File: config.mk
export PLATFORM = sky130hd
export DESIGN_NAME = audio_lerp_interpolator
export DESIGN_NICKNAME = d
export VERILOG_FILES = /design/src/rtl/audio_pkg.sv /design/src/rtl/audio_tick_gen.sv /design/src/rtl/audio_lerp_interpolator.sv
export SDC_FILE = /design/constraint.sdc
export NUM_CORES = 1
export LEC_CHECK = 0
export ABC_AREA = 1
export CORE_MARGIN = 8
export CORE_UTILIZATION = 59
export CTS_BUF_LIST = sky130_fd_sc_hd__clkbuf_4
export CTS_CLUSTER_DIAMETER = 40
export DETAILED_ROUTE_END_ITERATION = 10
export PLACE_DENSITY_LB_ADDON = 0.2
export SLEW_MARGIN = 20
export SYNTH_ARGS = -nofsm -noshare
export SYNTH_HDL_FRONTEND = slang
export SYNTH_SLANG_ARGS = --single-unit
File: constraint.sdc
create_clock -name clk -period 7.35 [get_ports clk]
set_clock_uncertainty 0.05 [all_clocks]
set_input_delay 1.1025 -clock clk [delete_from_list [all_inputs] [get_ports clk]]
set_output_delay 1.1025 -clock clk [all_outputs]
set_load 0.05 [all_outputs]
File: src/rtl/audio_pkg.sv
// rtl/audio_pkg.sv - shared audio-path types and default rate constants
package audio_pkg;

    localparam int AUDIO_FRAC_BITS = 16;
    localparam int AUDIO_OUT_DIV   = 1120;

    typedef logic signed [15:0] audio_sample_t;

    typedef enum logic [1:0] {
        IDLE,
        FETCH,
        MUL,
        SUM
    } lerp_state_t;

endpackage

File: src/rtl/audio_tick_gen.sv
// rtl/audio_tick_gen.sv - free-running divide-by-DIV counter with terminal-count tick
module audio_tick_gen #(
    parameter int DIV = 1120
) (
    input  logic clk,
    input  logic reset,
    output logic tick
);

    localparam int CW = (DIV > 1) ? $clog2(DIV) : 1;

    logic [CW-1:0] count;

    assign tick = (count == CW'(DIV - 1));

    always_ff @(posedge clk or posedge reset) begin
        if (reset) begin
            count <= '0;
        end else if (tick) begin
            count <= '0;
        end else begin
            count <= count + CW'(1);
        end
    end

endmodule

File: src/rtl/audio_lerp_interpolator.sv
// rtl/audio_lerp_interpolator.sv - fixed-rate linear-interpolation upsampler
// Pulls input samples on phase carry and blends the two newest by the phase fraction.
module audio_lerp_interpolator
    import audio_pkg::*;
#(
    parameter int FRAC_BITS = AUDIO_FRAC_BITS,
    parameter int OUT_DIV   = AUDIO_OUT_DIV
) (
    input  logic                 clk,
    input  logic                 reset,
    input  logic [FRAC_BITS-1:0] step,
    input  logic [15:0]          in_data,
    input  logic                 in_valid,
    output logic                 in_ready,
    output logic [15:0]          out_data,
    output logic                 out_valid,
    output logic                 underrun
);

    localparam int PW = FRAC_BITS + 18;
    localparam logic signed [PW-1:0] HALF =
        {{(PW - FRAC_BITS){1'b0}}, 1'b1, {(FRAC_BITS - 1){1'b0}}};

    lerp_state_t            state;
    lerp_state_t            state_next;
    logic                   tick;
    logic                   pending;
    logic                   trigger;
    logic                   handshake;
    logic [FRAC_BITS-1:0]   phase;
    logic [FRAC_BITS:0]     phase_sum;
    audio_sample_t          s0;
    audio_sample_t          s1;
    logic signed [16:0]     diff;
    logic signed [PW-1:0]   diff_ext;
    logic signed [PW-1:0]   phase_ext;
    logic signed [PW-1:0]   prod;

    audio_tick_gen #(
        .DIV (OUT_DIV)
    ) u_tick_gen (
        .clk   (clk),
        .reset (reset),
        .tick  (tick)
    );

    assign trigger   = tick || pending;
    assign handshake = in_valid && in_ready;
    assign phase_sum = {1'b0, phase} + {1'b0, step};
    assign diff      = {s1[15], s1} - {s0[15], s0};
    assign diff_ext  = {{(PW - 17){diff[16]}}, diff};
    assign phase_ext = {{(PW - FRAC_BITS){1'b0}}, phase};

    always_comb begin
        state_next = state;
        unique case (state)
            IDLE:    if (trigger) state_next = phase_sum[FRAC_BITS] ? FETCH : MUL;
            FETCH:   if (handshake || tick) state_next = MUL;
            MUL:     state_next = SUM;
            SUM:     state_next = IDLE;
            default: state_next = IDLE;
        endcase
    end

    always_ff @(posedge clk or posedge reset) begin
        if (reset) begin
            state     <= IDLE;
            pending   <= 1'b0;
            phase     <= '0;
            s0        <= '0;
            s1        <= '0;
            prod      <= '0;
            in_ready  <= 1'b0;
            out_data  <= '0;
            out_valid <= 1'b0;
            underrun  <= 1'b0;
        end else begin
            state     <= state_next;
            in_ready  <= (state_next == FETCH);
            out_valid <= (state == SUM);

            if (state == IDLE) begin
                if (trigger) begin
                    phase   <= phase_sum[FRAC_BITS-1:0];
                    pending <= 1'b0;
                end
            end else if (tick) begin
                pending <= 1'b1;
            end

            // A missed deadline repeats the newest sample rather than stalling the output rate.
            if (state == FETCH) begin
                if (handshake) begin
                    s0 <= s1;
                    s1 <= in_data;
                end else if (tick) begin
                    s0       <= s1;
                    underrun <= 1'b1;
                end
            end

            if (state == MUL) begin
                prod <= diff_ext * phase_ext;
            end

            if (state == SUM) begin
                out_data <= s0 + 16'((prod + HALF) >>> FRAC_BITS);
            end
        end
    end

endmodule

# Word level (Yosys, flattened, before mapping)
# Index checks and enable logic that the tools add are counted.
# W data, S select, Z words.
[totals]
ff_bits = 113
in_bits = 35
out_inout_bits = 19
wordCells = 45
[op_classes]
n_addsub = 5
mul = 1
n_eq_ne = 6
muxes = 10
bitwise_logic = 1
reduce_logical = 11
[op_table]
columns = ["op", "n"]
rows = [
  ["$add A32 B17 Y32 const B", 1],
  ["$mul A17 B17 Y32", 1],
  ["$mux W16", 2],
  ["$add A16 B16 Y17", 1],
  ["$sub A16 B16 Y17", 1],
  ["$add A16 B16 Y16", 1],
  ["$add A11 B1 Y11 const B", 1],
  ["$eq A11 B11 Y1 const B", 1],
  ["$mux W11", 1],
  ["$pmux W2 S4", 1],
  ["$reduce_and A2 Y1", 4],
  ["$mux W2", 3],
  ["$eq A2 B1 Y1 const B", 2],
  ["$eq A2 B2 Y1 const B", 2],
  ["$reduce_bool A2 Y1", 2],
  ["$mux W1", 3],
  ["$reduce_and A3 Y1", 1],
  ["$logic_not A2 Y1", 1],
  ["$logic_or A1 B1 Y1", 2],
  ["$ne A2 B2 Y1 const B", 1],
  ["$logic_and A1 B1 Y1", 1],
  ["$not A1 Y1", 1],
]

# Longest topological paths before layout
[depth]
ltp_word = 5
mapped_depth = 42
ltp_nobuf = 42

# Hierarchy
# From an unflattened synthesis, not the netlist that was laid out.
[unflattened]
cells_unflattened = 2188
area_unflattened_um2 = 16804.9
[by_module_without_submodules]
columns = ["module", "instances", "cells_per_inst", "area_per_inst_um2", "seq_area_each_um2"]
rows = [
  ["audio_lerp_interpolator", 1, 2123, 16246.8, 2177.1],
  ["audio_tick_gen", 1, 65, 558.0, 275.3],
]

# Worst setup path before layout
# Ideal clock, no wire load.
[synth_path]
kind = "reg-to-reg"
start = "reg s0[0]"
end = "reg prod[27]"
setup_time_ps = 131
arrival_time_ps = 6645
required_time_ps = 7169
path_slack_ps = 524
path_stages_with_launch = 33
path_buffers = 1
synth_period_minus_slack_ps = 6826
cell_sequence = "dfrtp_1 > ha_1 > fa_1 > inv_1 > nand2_1 > nand2_1 > nand3_1 > nand2_1 > nand2_1 > nand3_1 > nand2_1 > clkinv_1 > nor2_1 > fa_1 > inv_1 > fa_1 > buf_2 > xor2_1 > xor2_1 > fa_1 > fa_1 > inv_1 > fa_1 > inv_1 > ha_1 > nand2_1 > nor3_1 > nand3_1 > or2_2 > nand3_1 > nand2_1 > nand3_1 > o21ai_0"
[synth_between]
elab_chain_cells = 2
[synth_lines]
columns = ["element", "line", "source"]
rows = [
  ["from (decl)", "audio_lerp_interpolator.sv:32", "audio_sample_t s0;"],
  ["from (signal assigned)", "audio_lerp_interpolator.sv:70", "s0 <= '0;"],
  ["from (signal assigned)", "audio_lerp_interpolator.sv:94", "s0 <= s1;"],
  ["from (signal assigned)", "audio_lerp_interpolator.sv:97", "s0 <= s1;"],
  ["$sub A16 B16 Y17", "audio_lerp_interpolator.sv:50", "assign diff = {s1[15], s1} - {s0[15], s0};"],
  ["$mul A17 B17 Y32", "audio_lerp_interpolator.sv:103", "prod <= diff_ext * phase_ext;"],
  ["to (signal assigned)", "audio_lerp_interpolator.sv:103", ""],
  ["to (decl)", "audio_lerp_interpolator.sv:37", "logic signed [PW-1:0] prod;"],
]
# Every way passes these cells.
# A chain may end at the register's enable or synchronous reset.

# Worst setup path after layout
[layout_path]
start = "reg s0[7]"
end = "reg prod[20]"
# Same word-level chain as after synthesis.

==> implementation parameters <==
Parameter                              Value

Run status
  Result of the run ... finished clean

Routing
  Average wire length per cell after detail routing ... 17.3 um
  Post-DR vias/cell ... 5.43
  Overall routed net length ... 46.2 mm
  DRT Pass-1 Iters ... 5
  Remaining routing DRC violations ... 0
  Residual antenna-violating net count after detailed routing ... 0
  Total vias in the final route ... 14516
  DRT iter0 DRCs ... 1003

Timing
  Fin crit period ... 7.01 ns
  Fmax ... 143 MHz
  RSZ-0062 raised after global routing ... yes
  Final count of pins violating max slew ... 0
  Worst-Margin Slew ... 0.817 ns
  Max-Slew Margin vs Limit ... 0.455
  Final worst path period share ... 0.954
  Final Setup Violations ... 0
  Total Negative Setup Slacks ... 0 ns
  Count of endpoints failing hold in the final timing report ... 0

Clock network
  Clock transition at the registers of the reported paths ... 0.22 ns
  Clk_lat worst skew ... 0.50 ns
  CTS H-tree depth ... 3
  Maximum buffer depth of the clock tree ... 2
  CTS hold repair buffers ... 0
  Num CTS Buffers ... 9
  Number of sinks driven by the clock tree ... 98
  TritonCTS clock tree ... yes
  Cell at the root of the clock tree ... sky130_fd_sc_hd__clkbuf_4

Placement
  RePlAce Congestion ... 0.977
  Number of I/O port buffers ... 53
  HPWL reported at the end of detailed placement ... 38.6 mm
  Placed cells ... 2649

Critical path
  Critical path data required time ... 7.64 ns
  Crit path DAT ... 7.30 ns
  Critical register-to-register path startpoint ... s0[7]$_DFFE_PP0P_
  Worst-path fanout max ... 6
  CP max stage delay ... 0.55 ns
  Kind of critical path ... flip-flop to flip-flop
  Slowest stage cell, crit path ... sky130_fd_sc_hd__fa_1
  Critical Path Start ... s0[7]$_DFFE_PP0P_
  Startpoint kind of the worst setup timing path ... flip-flop
  Critical path capture point type ... flip-flop
  Internal reg-to-reg setup slack ... 0.34 ns

Layout
  Final-stage net count ... 2720
  Sequential cell area in the final layout ... 2450 um^2
  Fraction of final layout cells with drive strength greater than 1 ... 0.101
  Area occupied by multi-input gates ... 12500 um^2
  # fillers ... 2428
  Layout overhead on the synthesized area ... 12.2%
  Top library cells by usage in the layout, fill and taps aside ... 491 x sky130_fd_sc_hd__inv_1, 431 x sky130_fd_sc_hd__nand2_1, 257 x sky130_fd_sc_hd__fa_1
  Final cell count without fillers ... 2675
  Commonest non-fill, non-tap cell in the layout ... sky130_fd_sc_hd__inv_1

Global routing
  Overall routing resource usage ... 0.284
  Total global routing overflow ... 0
  Global-route wire length before repair ... 75.6 mm
  Pin count of the biggest net entering global routing ... 82
  Antenna violations before repair ... 1
  Vias in the first global route ... 15204

Synth
  Post-synthesis sequential area ratio ... 0.146
  Number of synthesized register bits ... 98
  Syn. warnings ... 0
  Cell area after technology mapping ... 16700 um^2
  Syn_area_per_cell ... 7.71 um^2
  Post-Syn Nets ... 2602
  Post-Syn Instances ... 2173
  Distinct cell type count after synthesis ... 45

Floorplanning
  Area of the placeable core ... 27900 um^2
  Area of the die ... 34000 um^2
  Number of cell rows ... 61
  Initial core utilization ... 0.601
  Boundary pin count ... 54
  Horizontal extent of the die ... 184 um
  Die Y ... 184 um

Job
  Max-cap viol count ... 0

Pwr
  Maximum vdd drop ... 0.0000702 V
  Sum of internal, switching and leakage power ... 0.954 mW
  Leakage ... 10.3 nW
  Power density relative to cell area ... 50.8 nW/um^2

Worst hold path
  Classification of the worst-slack hold path ... flip-flop to flip-flop
  Worst min-delay path startpoint ... u_tick_gen.count[0]$_DFF_PP0_
[synthesized netlist by cell type (all sizes together)]
master  number  area share
a31o         3      0.0016
a21o         6      0.0027
a31oi        6      0.0022
xnor2       12      0.0063
nand3      112       0.034
o21a         8      0.0036
nor4         5      0.0028
mux2        14      0.0094
clkinv      12      0.0027
o21bai      11      0.0049
nand2      445        0.10
o31ai        6      0.0027
ha         132       0.099
and3         3      0.0011
clkbuf      31      0.0069
or2         21      0.0078
nor3        17      0.0061
a21oi       76       0.023
nand4       16      0.0060
inv        499        0.11
buf          9      0.0030
o21ai       92       0.028
dfrtp       98        0.15
xor2        32       0.017
a211oi       1     0.00045
o22ai        2     0.00075
nor3b        2     0.00090
nor2       232       0.053
o211ai       2     0.00090
nand3b       6      0.0027
fa         262        0.31
[critical path: cells and delay by family, from the launching register on]
kind,cells,cell delay (ns)
flip-flops,1,0.40
buffers and inverters,8,0.69
adder cells (fa/ha/maj),8,3.65
AO/OA/AOI/OAI,4,0.53
AND/OR/NAND/NOR,13,1.47
[path summary, 6_finish.rpt]
path                                                 end  cells after the start
max                                 prod[20]$_DFFE_PP0P_                     33
min                        u_tick_gen.count[0]$_DFF_PP0_                      1
max reg2reg                         prod[20]$_DFFE_PP0P_                     33
min reg2reg                u_tick_gen.count[0]$_DFF_PP0_                      1
max in group asynchronous       out_data[15]$_DFFE_PP0P_                      3
min in group asynchronous           phase[1]$_DFFE_PP0P_                      2
[cell families (layout without fill, tap and decap cells)]
logic type               after synthesis  after routing  synth area share
AND/OR/NAND/NOR                      859            859             0.214
buffers and inverters                551            674             0.124
adder cells (fa/ha/maj)              394            394             0.412
AO/OA/AOI/OAI                        213            213            0.0707
flip-flops                            98             98             0.146
XOR/XNOR                              44             44            0.0230
multiplexers                          14             14           0.00941
other                                  0              1                 0
[where the power goes]
group          leakage [nW]  switching [mW]  internal [mW]
registers              1.10               0          0.540
logic                  9.08          0.0377         0.0314
clock network        0.0766           0.235          0.110
[routing by layer]
layer / global-route usage / wire length, um / vias up
met4: 0.146 / 2900 / 0
met3: 0.0445 / 3280 / 154
li1: - / - / 6815
met5: 0 / 0 / -
met1: 0.346 / 18300 / 7006
met2: 0.483 / 21700 / 541
[state kept, by name, summed over array words and instances (netlist names)]
register	count
phase	16
state	2
u_tick_gen.count	11
s1	16
s0	16
underrun	1
in_ready	1
out_valid	1
out_data	16
pending	1
prod	17
[stage by stage]
step                       util  cell area [um^2]  setup WS (ns)  hold WS [ns]
after global routing      0.675             18800        -0.0288         0.454
after CTS                 0.661             18400        0.00106         0.432
final                     0.675             18800          0.339         0.431
after detailed placement  0.655             18200       -0.00115         0.409
after global placement    0.655             18200         0.0375         0.395
after floorplan               -             16700          0.524         0.383
[cell type report]
| type | instances | area share |
|---|---|---|
| diodes | 1 | 0.000133 |
| clock buffers | 9 | 0.00359 |
| clock inverters | 7 | 0.00453 |
| inverters | 511 | 0.102 |
| multi-input cells | 1524 | 0.667 |
| flip-flops and latches | 98 | 0.130 |
| well taps | 378 | 0.0252 |
| repair buffers | 147 | 0.0670 |
[timing repair]
action / 4_1_cts / 5_1_grt
gates resized for setup: 3 / 77
hold endpoints to repair: 0 / 0
setup buffers: 0 / 9
endpoints found under the setup margin: 3 / 17
pin swaps: 0 / 13
Note: power is estimated with default switching activity, not from simulation.
